File: src/rtl/memory_bus_pkg.sv
// Shared encodings for the memory bus: transfer sizes, operations, arbiter states,
// the per-requester request bundle and the two-way arbitration decision.
package memory_bus_pkg;

  localparam logic [1:0] SIZE_BYTE = 2'd0;
  localparam logic [1:0] SIZE_HALF = 2'd1;
  localparam logic [1:0] SIZE_WORD = 2'd2;

  localparam logic OPERATION_READ  = 1'b0;
  localparam logic OPERATION_WRITE = 1'b1;

  localparam logic [1:0] STATE_IDLE    = 2'd0;
  localparam logic [1:0] STATE_BUSY    = 2'd1;
  localparam logic [1:0] STATE_RELEASE = 2'd2;

  typedef struct packed {
    logic        enable;
    logic        operation;
    logic [1:0]  data_size;
    logic [31:0] address;
    logic [31:0] data_out;
  } mem_req_t;

  // A tie goes to requester 0 under fixed priority, otherwise to whoever was not granted last.
  function automatic logic arb_winner(input logic i_en0, input logic i_en1,
                                      input logic i_last_grant, input logic i_fixed);
    logic v_win;
    if (i_en0 && i_en1) begin
      if (i_fixed) begin
        v_win = 1'b0;
      end else begin
        v_win = ~i_last_grant;
      end
    end else if (i_en1) begin
      v_win = 1'b1;
    end else begin
      v_win = 1'b0;
    end
    return v_win;
  endfunction

endpackage

File: src/rtl/memory_arbiter.sv
// Two-requester arbiter onto a single downstream memory port. The owner's request is
// passed through combinationally while BUSY; RELEASE waits for memory_ready to fall.
module memory_arbiter
  import memory_bus_pkg::*;
#(
  parameter int FIXED_PRIORITY = 0
) (
  input  logic        clock,
  input  logic        reset,

  input  logic        requester_0_enable,
  input  logic        requester_0_operation,
  input  logic [1:0]  requester_0_data_size,
  input  logic [31:0] requester_0_address,
  input  logic [31:0] requester_0_data_out,
  output logic [31:0] requester_0_data_in,
  output logic        requester_0_ready,

  input  logic        requester_1_enable,
  input  logic        requester_1_operation,
  input  logic [1:0]  requester_1_data_size,
  input  logic [31:0] requester_1_address,
  input  logic [31:0] requester_1_data_out,
  output logic [31:0] requester_1_data_in,
  output logic        requester_1_ready,

  output logic        memory_enable,
  output logic        memory_operation,
  output logic [1:0]  memory_data_size,
  output logic [31:0] memory_address,
  output logic [31:0] memory_data_out,
  input  logic [31:0] memory_data_in,
  input  logic        memory_ready
);

  logic [1:0] r_state;
  logic       r_owner;
  logic       r_last_grant;

  logic [1:0] w_state_next;
  logic       w_any_req;
  logic       w_winner;
  logic       w_ready_gate;
  mem_req_t   w_req0;
  mem_req_t   w_req1;
  mem_req_t   w_owner_req;

  assign w_req0 = '{enable:    requester_0_enable,
                    operation: requester_0_operation,
                    data_size: requester_0_data_size,
                    address:   requester_0_address,
                    data_out:  requester_0_data_out};
  assign w_req1 = '{enable:    requester_1_enable,
                    operation: requester_1_operation,
                    data_size: requester_1_data_size,
                    address:   requester_1_address,
                    data_out:  requester_1_data_out};

  assign w_any_req   = requester_0_enable | requester_1_enable;
  assign w_winner    = arb_winner(requester_0_enable, requester_1_enable, r_last_grant,
                                  (FIXED_PRIORITY != 0));
  assign w_owner_req = r_owner ? w_req1 : w_req0;

  // Next-state decode; an owner dropping enable ends BUSY whether or not ready was seen.
  always_comb begin
    w_state_next = r_state;
    case (r_state)
      STATE_IDLE: begin
        if (w_any_req) begin
          w_state_next = STATE_BUSY;
        end else begin
          w_state_next = STATE_IDLE;
        end
      end
      STATE_BUSY: begin
        if (!w_owner_req.enable) begin
          w_state_next = STATE_RELEASE;
        end else begin
          w_state_next = STATE_BUSY;
        end
      end
      STATE_RELEASE: begin
        if (!memory_ready) begin
          w_state_next = STATE_IDLE;
        end else begin
          w_state_next = STATE_RELEASE;
        end
      end
      default: w_state_next = STATE_IDLE;
    endcase
  end

  // State, owner and last grant; last_grant starts at 1 so requester 0 takes the first tie.
  always_ff @(posedge clock) begin
    if (reset) begin
      r_state      <= STATE_IDLE;
      r_owner      <= 1'b0;
      r_last_grant <= 1'b1;
    end else begin
      r_state <= w_state_next;
      if ((r_state == STATE_IDLE) && w_any_req) begin
        r_owner      <= w_winner;
        r_last_grant <= w_winner;
      end
    end
  end

  // Downstream port mirrors the owner only while BUSY, otherwise it is held at zero.
  always_comb begin
    memory_enable    = 1'b0;
    memory_operation = 1'b0;
    memory_data_size = 2'd0;
    memory_address   = 32'd0;
    memory_data_out  = 32'd0;
    if (r_state == STATE_BUSY) begin
      memory_enable    = w_owner_req.enable;
      memory_operation = w_owner_req.operation;
      memory_data_size = w_owner_req.data_size;
      memory_address   = w_owner_req.address;
      memory_data_out  = w_owner_req.data_out;
    end else begin
      memory_enable    = 1'b0;
    end
  end

  assign w_ready_gate      = memory_ready & ((r_state == STATE_BUSY) | (r_state == STATE_RELEASE));
  assign requester_0_ready = w_ready_gate & ~r_owner;
  assign requester_1_ready = w_ready_gate &  r_owner;

  assign requester_0_data_in = memory_data_in;
  assign requester_1_data_in = memory_data_in;

endmodule
File: config.mk
export PLATFORM = sky130hd
export DESIGN_NAME = memory_arbiter
export DESIGN_NICKNAME = d
export VERILOG_FILES = /design/src/rtl/memory_bus_pkg.sv /design/src/rtl/memory_arbiter.sv
export SDC_FILE = /design/constraint.sdc
export NUM_CORES = 1
export LEC_CHECK = 0
export ABC_AREA = 1
export CORE_AREA = 5 5 114 116
export DETAILED_ROUTE_END_ITERATION = 6
export DIE_AREA = 0 0 119 121
export GPL_TIMING_DRIVEN = 1
export PLACE_DENSITY = 0.74
export SLEW_MARGIN = 20
export SYNTH_ARGS = -nofsm -noshare
export SYNTH_HDL_FRONTEND = slang
export SYNTH_SLANG_ARGS = --single-unit
File: constraint.sdc
create_clock -name clock -period 1.05 [get_ports clock]
set_input_delay 0.105 -clock clock [delete_from_list [all_inputs] [get_ports clock]]
set_output_delay 0.105 -clock clock [all_outputs]
set_load 0.01 [all_outputs]
==> summary.txt, run 1 <==
Clocking
  • CTS tree: yes
  • CTS max path bufs: 2
  • CTS Buf Count: 3
  • Worst skew pair latency: 230 ps
  • Clock slew at reported path FFs: 30 ps
  • H-tree levels: 1
  • CTS root buffer: clkbuf_16
  • Sink Count: 4
  • CTS Hold Bufs: 0

Die
  • Die extent in x: 119 µm
  • Initial Util: 14.7%
  • IO Count: 305
  • Core Area: 0.0118 mm²
  • Die area: 0.0144 mm²
  • Row count: 40
  • DIE HEIGHT: 121 µm

Power
  • Clock share of power: 18.4%
  • Total power: 3.27 mW
  • Switching Share: 37.6%
  • Max VDD drop: 0.000663 V
  • Leakage power figure: 1.81 nW
  • Pwr Density: 829 mW/mm²
  • Gate power share: 75.6%
  • Switch Pwr: 1.23 mW
  • Internal power: 2.04 mW
  • Sequential power share: 6.0%

GRT
  • Pin count of the biggest net entering global routing: 43
  • Initial antenna violation count: 2
  • Number of global-route vias before repair: 2595
  • Grt ovf: 0
  • Total track usage: 12.0%
  • Global-route wire length before repair: 13900 µm

STA
  • Relative slew margins: 86.6%
  • RSZ-0062 raised after global routing: true
  • # setup viols final: 72
  • Fin. max-slew vios: 0
  • Fmax: 600 MHz
  • Fin. Hold Viols: 0
  • Worst Tran Pin Value: 200 ps
  • Period utilization: 159%
  • Final setup margin: -616 ps
  • Clock skew: 0.460 ps
  • Fin crit period: 1670 ps

Run
  • Max Cap Viol: 0

Critical path
  • Worst Setup Start Kind: flip-flop
  • Kind of critical path: flip-flop to output pin
  • WP data required: 940 ps
  • Arrival @ worst endpoint: 1560 ps
  • Critical path buffers and inverters: 6
  • Most used cell, CP: buf_12
  • CP peak stage delay: 320 ps
  • Critical-path top delay cell: dfxtp_2
  • CP endpoint kind: output pin
  • Crit path max-delay family: buffers and inverters
  • CP max FO: 8
  • Cell Chain, Critical Path: inv_2 -> ha_4 -> buf_12 -> buf_12 -> buf_16 -> buf_12 -> o21ai_1 -> nor2_1 -> buf_2

Route
  • Post-DR wirelength/cell: 16.4 µm
  • WL final: 10500 µm
  • Vias: 2651
  • DRC: 0
  • DR vias/cell: 4.15
  • Drt pass-1 iters: 4
  • Antenna viol nets, final: 0
  • Starting DRC count in detailed routing: 103

Placement
  • Port bufs: 208
  • Post-DP Area: 0.00361 mm²
  • DP Worst Slack: -685 ps
  • Gpl congestion: 0.796
  • DPL Wire Length: 7350 µm
  • Post-Place Cells: 609

Final layout
  • Fin nets: 669
  • Share of cells above drive strength 1: 35.4%
  • Most common cell after layout, fill and taps aside: clkdlybuf4s50_1
  • Finished Core Util: 33.4%
  • N_diodes: 0
  • Final Instance Area: 0.00394 mm²
  • Final non-filler cell total: 639
  • Layout area overhead: 127%
  • Commonest cells after routing, fill and taps aside: 138 x clkdlybuf4s50_1, 131 x nor2_1, 68 x buf_2

Synth
  • Yosys reg bits: 4
  • Sequential-to-total area share from yosys stat: 4.62%
  • Distinct cell type count of the synthesized netlist: 21
  • Synth Warn #: 0
  • Syn_nets: 497
  • Mapped Area: 0.00173 mm²
  • Syn Area/Cell: 5.39 µm²
  • Mapped Cells: 322

Run status
  • Violations in the final reports: negative setup slack
  • Outcome: finished, violations left

Hold path
  • Class of the worst hold path: input pin to output pin
## metal layers
| metal | vias to the layer above | track usage, % | part of all wire [%] |
|---|---|---|---|
| met3 | 36 | 5.45 | 12 |
| met2 | 190 | 20.4 | 47 |
| met5 | - | 0 | 0.20 |
| li1 | 1299 | - | - |
| met1 | 1122 | 13.4 | 39 |
| met4 | 4 | 3.69 | 1.9 |
## power by group through the flow
stage	Sequential (mW)	Clock (mW)	Combinational, mW
2_1_floorplan	0.185	0	1.00
3_3_place_gp	0.194	0	2.03
3_5_place_dp	0.194	0	2.04
4_1_cts	0.193	0.608	2.16
5_1_grt	0.199	0.622	2.65
6_report	0.197	0.602	2.47
## registers in the layout, summed over array words and instances, names as in the netlist
register	flops
r_owner	1
r_last_grant	1
r_state	2
## final cells by class
class	count	area, µm²
Fill cell	1292	7870
Clock buffer	3	75.1
Multi-Input combinational cell	224	1180
Tap cell	147	184
Sequential cell	4	88.8
Timing Repair Buffer	253	2370
Inverter	8	37.5
## repair_timing
action                                  in CTS  in global routing
pin swaps                                    4                 41
endpoints found under the setup margin      73                 73
gates resized for setup                    277                139
setup buffers                               11                 14
cloned                                       3                  4
## synthesized netlist by cell type (all sizes together)
library cell	instances	area, µm²
a21oi	3	22.5
buf	81	599
clkbuf	5	25.0
dfxtp	4	80.1
ha	4	50.1
inv	8	32.5
nand2	8	32.5
nand3	3	20.0
nand3b	1	7.51
nor2	134	503
nor3	2	15.0
o21ai	68	340
or2	1	6.26
## path summary, 6_finish.rpt
kind | endpoint | depth (start not counted) | start | slack (ps)
max | memory_data_out[11] | 9 | r_state[1] | -620
min | requester_0_data_in[18] | 0 | memory_data_in[18] | 210
max reg2reg | r_state[1] | 8 | r_state[1] | -210
min reg2reg | r_last_grant | 2 | r_last_grant | 470
## worst reg2reg max path, delay by kind of cell (launching register included)
kind            cells  cell delay, ps
fa+ha+maj           1             170
simple gates        1              50
buf+inv             5             560
compound gates      1              50
flops               1             320
## logic make-up (layout without fill, tap and decap cells)
kind of cell | count (synthesis) | count (layout) | synth area share (%)
DFF | 4 | 4 | 4.62
AOI/OAI and AO/OA | 71 | 71 | 20.9
and+or+nand+nor | 149 | 149 | 33.7
buffers and inverters | 94 | 264 | 37.9
adders and majority gates | 4 | 4 | 2.89
## per-stage QoR
step / hold slack [ps] / TNS [ps]
final: 210 / -29630
after global routing: 210 / -34570
after CTS: 210 / -33460
after detailed placement: 210 / -37980
after global placement: 210 / -36930
after floorplan: 174 / -387
Power figures use the tool's default switching activity.
==> run 2, diff against run 1 <==
Settings changed: CORE_AREA 5 5 114 116 to 10 10 110 112, DIE_AREA 0 0 119 121 to 0 0 120 122, PLACE_DENSITY 0.74 to 0.84.
Clock period 1.05 ns to 1.35 ns, I/O delays scaled along.
==> summary.txt, run 2 (same netlist as run 1, synthesis figures left out) <==
Critical path
  • WP data required: 1220 ps (+280 ps)
  • Cell Chain, Critical Path: inv_2 -> ha_4 -> buf_12 -> buf_16 -> o21ai_1 -> nor2_1 -> buf_2
  • Worst R2R Setup Slack: 50 ps (+260 ps)
  • Critical-path top delay cell: dfxtp_2
  • Reg2Reg Depth: 8 (unchanged)
  • Critical path buffers and inverters: 4 (-2)
  • Worst path depth: 7 (-2)
  • CP peak stage delay: 310 ps (about the same)
  • Worst Setup Start Kind: flip-flop
  • Crit path max-delay family: buffers and inverters
  • CP endpoint kind: output pin
  • CP max FO: 5 (-3)
  • Kind of critical path: flip-flop to output pin
  • Arrival @ worst endpoint: 1400 ps (-160 ps)
  • Reg-to-Reg Start: r_state[1]
  • Worst Setup SP: r_state[1]

Route
  • Antenna viol nets, final: 0 (unchanged)
  • Post-DR wirelength/cell: 18.1 µm (+9.9%)
  • DRC: 0 (unchanged)
  • Vias: 2603 (-1.8%)
  • DR vias/cell: 4.25 (+2.4%)
  • WL final: 11100 µm (+5.5%)
  • Starting DRC count in detailed routing: 98 (-4.9%)
  • Drt pass-1 iters: 4 (unchanged)

STA
  • Fmax: 651 MHz
  • Relative slew margins: 82.0% (-4.6 points)
  • Setup TNS: -7720 ps (+21920 ps)
  • Fin. Hold Viols: 0 (unchanged)
  • Fin crit period: 1540 ps
  • # setup viols final: 70 (-2.8%)
  • RSZ-0062 raised after global routing: true
  • Hold Slack: 270 ps (+60.0 ps)
  • Clock skew: 3.30 ps (+2.84 ps)
  • Period utilization: 114%
  • Fin. max-slew vios: 0 (unchanged)
  • Final setup margin: -186 ps (+429 ps)
  • Worst Tran Pin Value: 268 ps (+68.1 ps)

Clocking
  • CTS max path bufs: 2 (unchanged)
  • Worst skew pair latency: 220 ps (about the same)
  • CTS Buf Count: 3 (unchanged)
  • Sink Count: 4 (unchanged)
  • CTS root buffer: clkbuf_8
  • H-tree levels: 1 (unchanged)
  • CTS Hold Bufs: 0 (unchanged)
  • Clock slew at reported path FFs: 30 ps (about the same)
  • CTS tree: yes

GRT
  • Global-route wire length before repair: 14700 µm (+6.3%)
  • Grt ovf: 0 (unchanged)
  • Pin count of the biggest net entering global routing: 37 (-14%)
  • Total track usage: 12.6% (+0.61 points)
  • Initial antenna violation count: 1 (-1)
  • Number of global-route vias before repair: 2518 (-3.0%)

Die
  • Row count: 37 (-7.5%)
  • DIE HEIGHT: 122 µm (+0.83%)
  • Die area: 0.0146 mm² (+1.7%)
  • Die extent in x: 120 µm (+0.84%)
  • Initial Util: 17.3% (+2.6 points)
  • IO Count: 305 (unchanged)
  • Core Area: 0.0100 mm² (-15%)

Placement
  • DP Worst Slack: -430 ps (+255 ps)
  • DPL Wire Length: 7970 µm (+8.3%)
  • Gpl congestion: 0.784 (-1.5%)
  • Port bufs: 208 (unchanged)

Final layout
  • Fin nets: 654 (-2.2%)
  • Commonest cells after routing, fill and taps aside: 138 x clkdlybuf4s50_1, 133 x nor2_1, 69 x buf_2
  • Most flop-heavy register: r_state
  • Fillers: 1071 (-17%)
  • N_diodes: 0 (unchanged)
  • Most common cell after layout, fill and taps aside: clkdlybuf4s50_1
  • Share of cells above drive strength 1: 31.2% (-4.1 points)
  • Max reg flops: 2 (unchanged)
  • Biggest regs: r_state (2), r_last_grant (1), r_owner (1)
  • Layout area overhead: 115%

Power
  • Clock share of power: 11.3% (-7.1 points)
  • Internal power: 1.33 mW (-35%)
  • Sequential power share: 6.9% (+0.9 points)
  • Switching Share: 40.0% (+2.4 points)
  • Leakage power figure: 1.73 nW (-4.3%)
  • Switch Pwr: 0.887 mW (-28%)
  • Pwr Density: 595 mW/mm² (-28%)
  • Max VDD drop: 0.000389 V (-41%)
  • Gate power share: 81.8% (+6.2 points)

Hold path
  • Hold depth: 0 (unchanged)
  • Class of the worst hold path: input pin to output pin
  • Hold path startpoint: memory_data_in[12]

Run status
  • Violations in the final reports: negative setup slack
  • Outcome: finished, violations left

Run
  • Max Cap Viol: 0 (unchanged)
==> run 2: cell types whose count changed in the layout (fill, tap and decap cells not counted), sizes merged <==
cell and change:
buf -14, clkbuf -1
==> run 2: final timing paths <==
| path | endpoint |
|---|---|
| setup / recovery | memory_address[1] |
| hold / removal | requester_1_data_in[12] |
| setup reg to reg | r_state[0] |
| hold reg to reg | r_last_grant |
==> run 2: power groups by stage <==
stage	logic [mW]	clock network [mW]	registers [mW]
floorplan	0.766	0	0.141
global placement	1.55	0	0.149
detailed placement	1.56	0	0.150
CTS	1.74	0.257	0.151
global route	1.96	0.262	0.156
finish	1.81	0.250	0.153
==> run 2: layout make-up <==
type / count / area [µm²] / area share [%]
tap: 136 / 170 / 4.57
sequential: 4 / 83.8 / 2.25
inverter: 8 / 32.5 / 0.875
timing repair buffer: 238 / 2240 / 60.2
clock buffer: 3 / 41.3 / 1.11
multi-input combinational: 224 / 1150 / 31.0
==> run 2: what timing repair did <==
| item | CTS | global route |
|---|---|---|
| resized for setup | 349 | 32 |
| hold endpoints to repair | 0 | 0 |
| pin swaps | 18 | 27 |
| endpoints found under the setup margin | 70 | 71 |
| cloned | 6 | 5 |
| setup buffers | 8 | 1 |
==> run 2: metrics by stage <==
stage | util [%] | power, mW | area (µm²) | instances
after detailed placement | 35.3 | 1.71 | 3550 | 594
after global placement | 35.3 | 1.70 | 3550 | 594
final | 37.0 | 2.22 | 3720 | 613
after CTS | 35.9 | 2.15 | 3600 | 611
after floorplan | - | 0.907 | 1730 | 322
after global routing | 37.0 | 2.38 | 3720 | 613
==> run 2: layer usage <==
| metal | GRT usage (%) | vias to the layer above | wire, µm |
|---|---|---|---|
| met3 | 6.01 | 26 | 1180 |
| met2 | 20.6 | 157 | 5150 |
| li1 | - | 1274 | - |
| met1 | 14.3 | 1144 | 4500 |
| met5 | 0 | - | 13 |
| met4 | 4.22 | 2 | 233 |
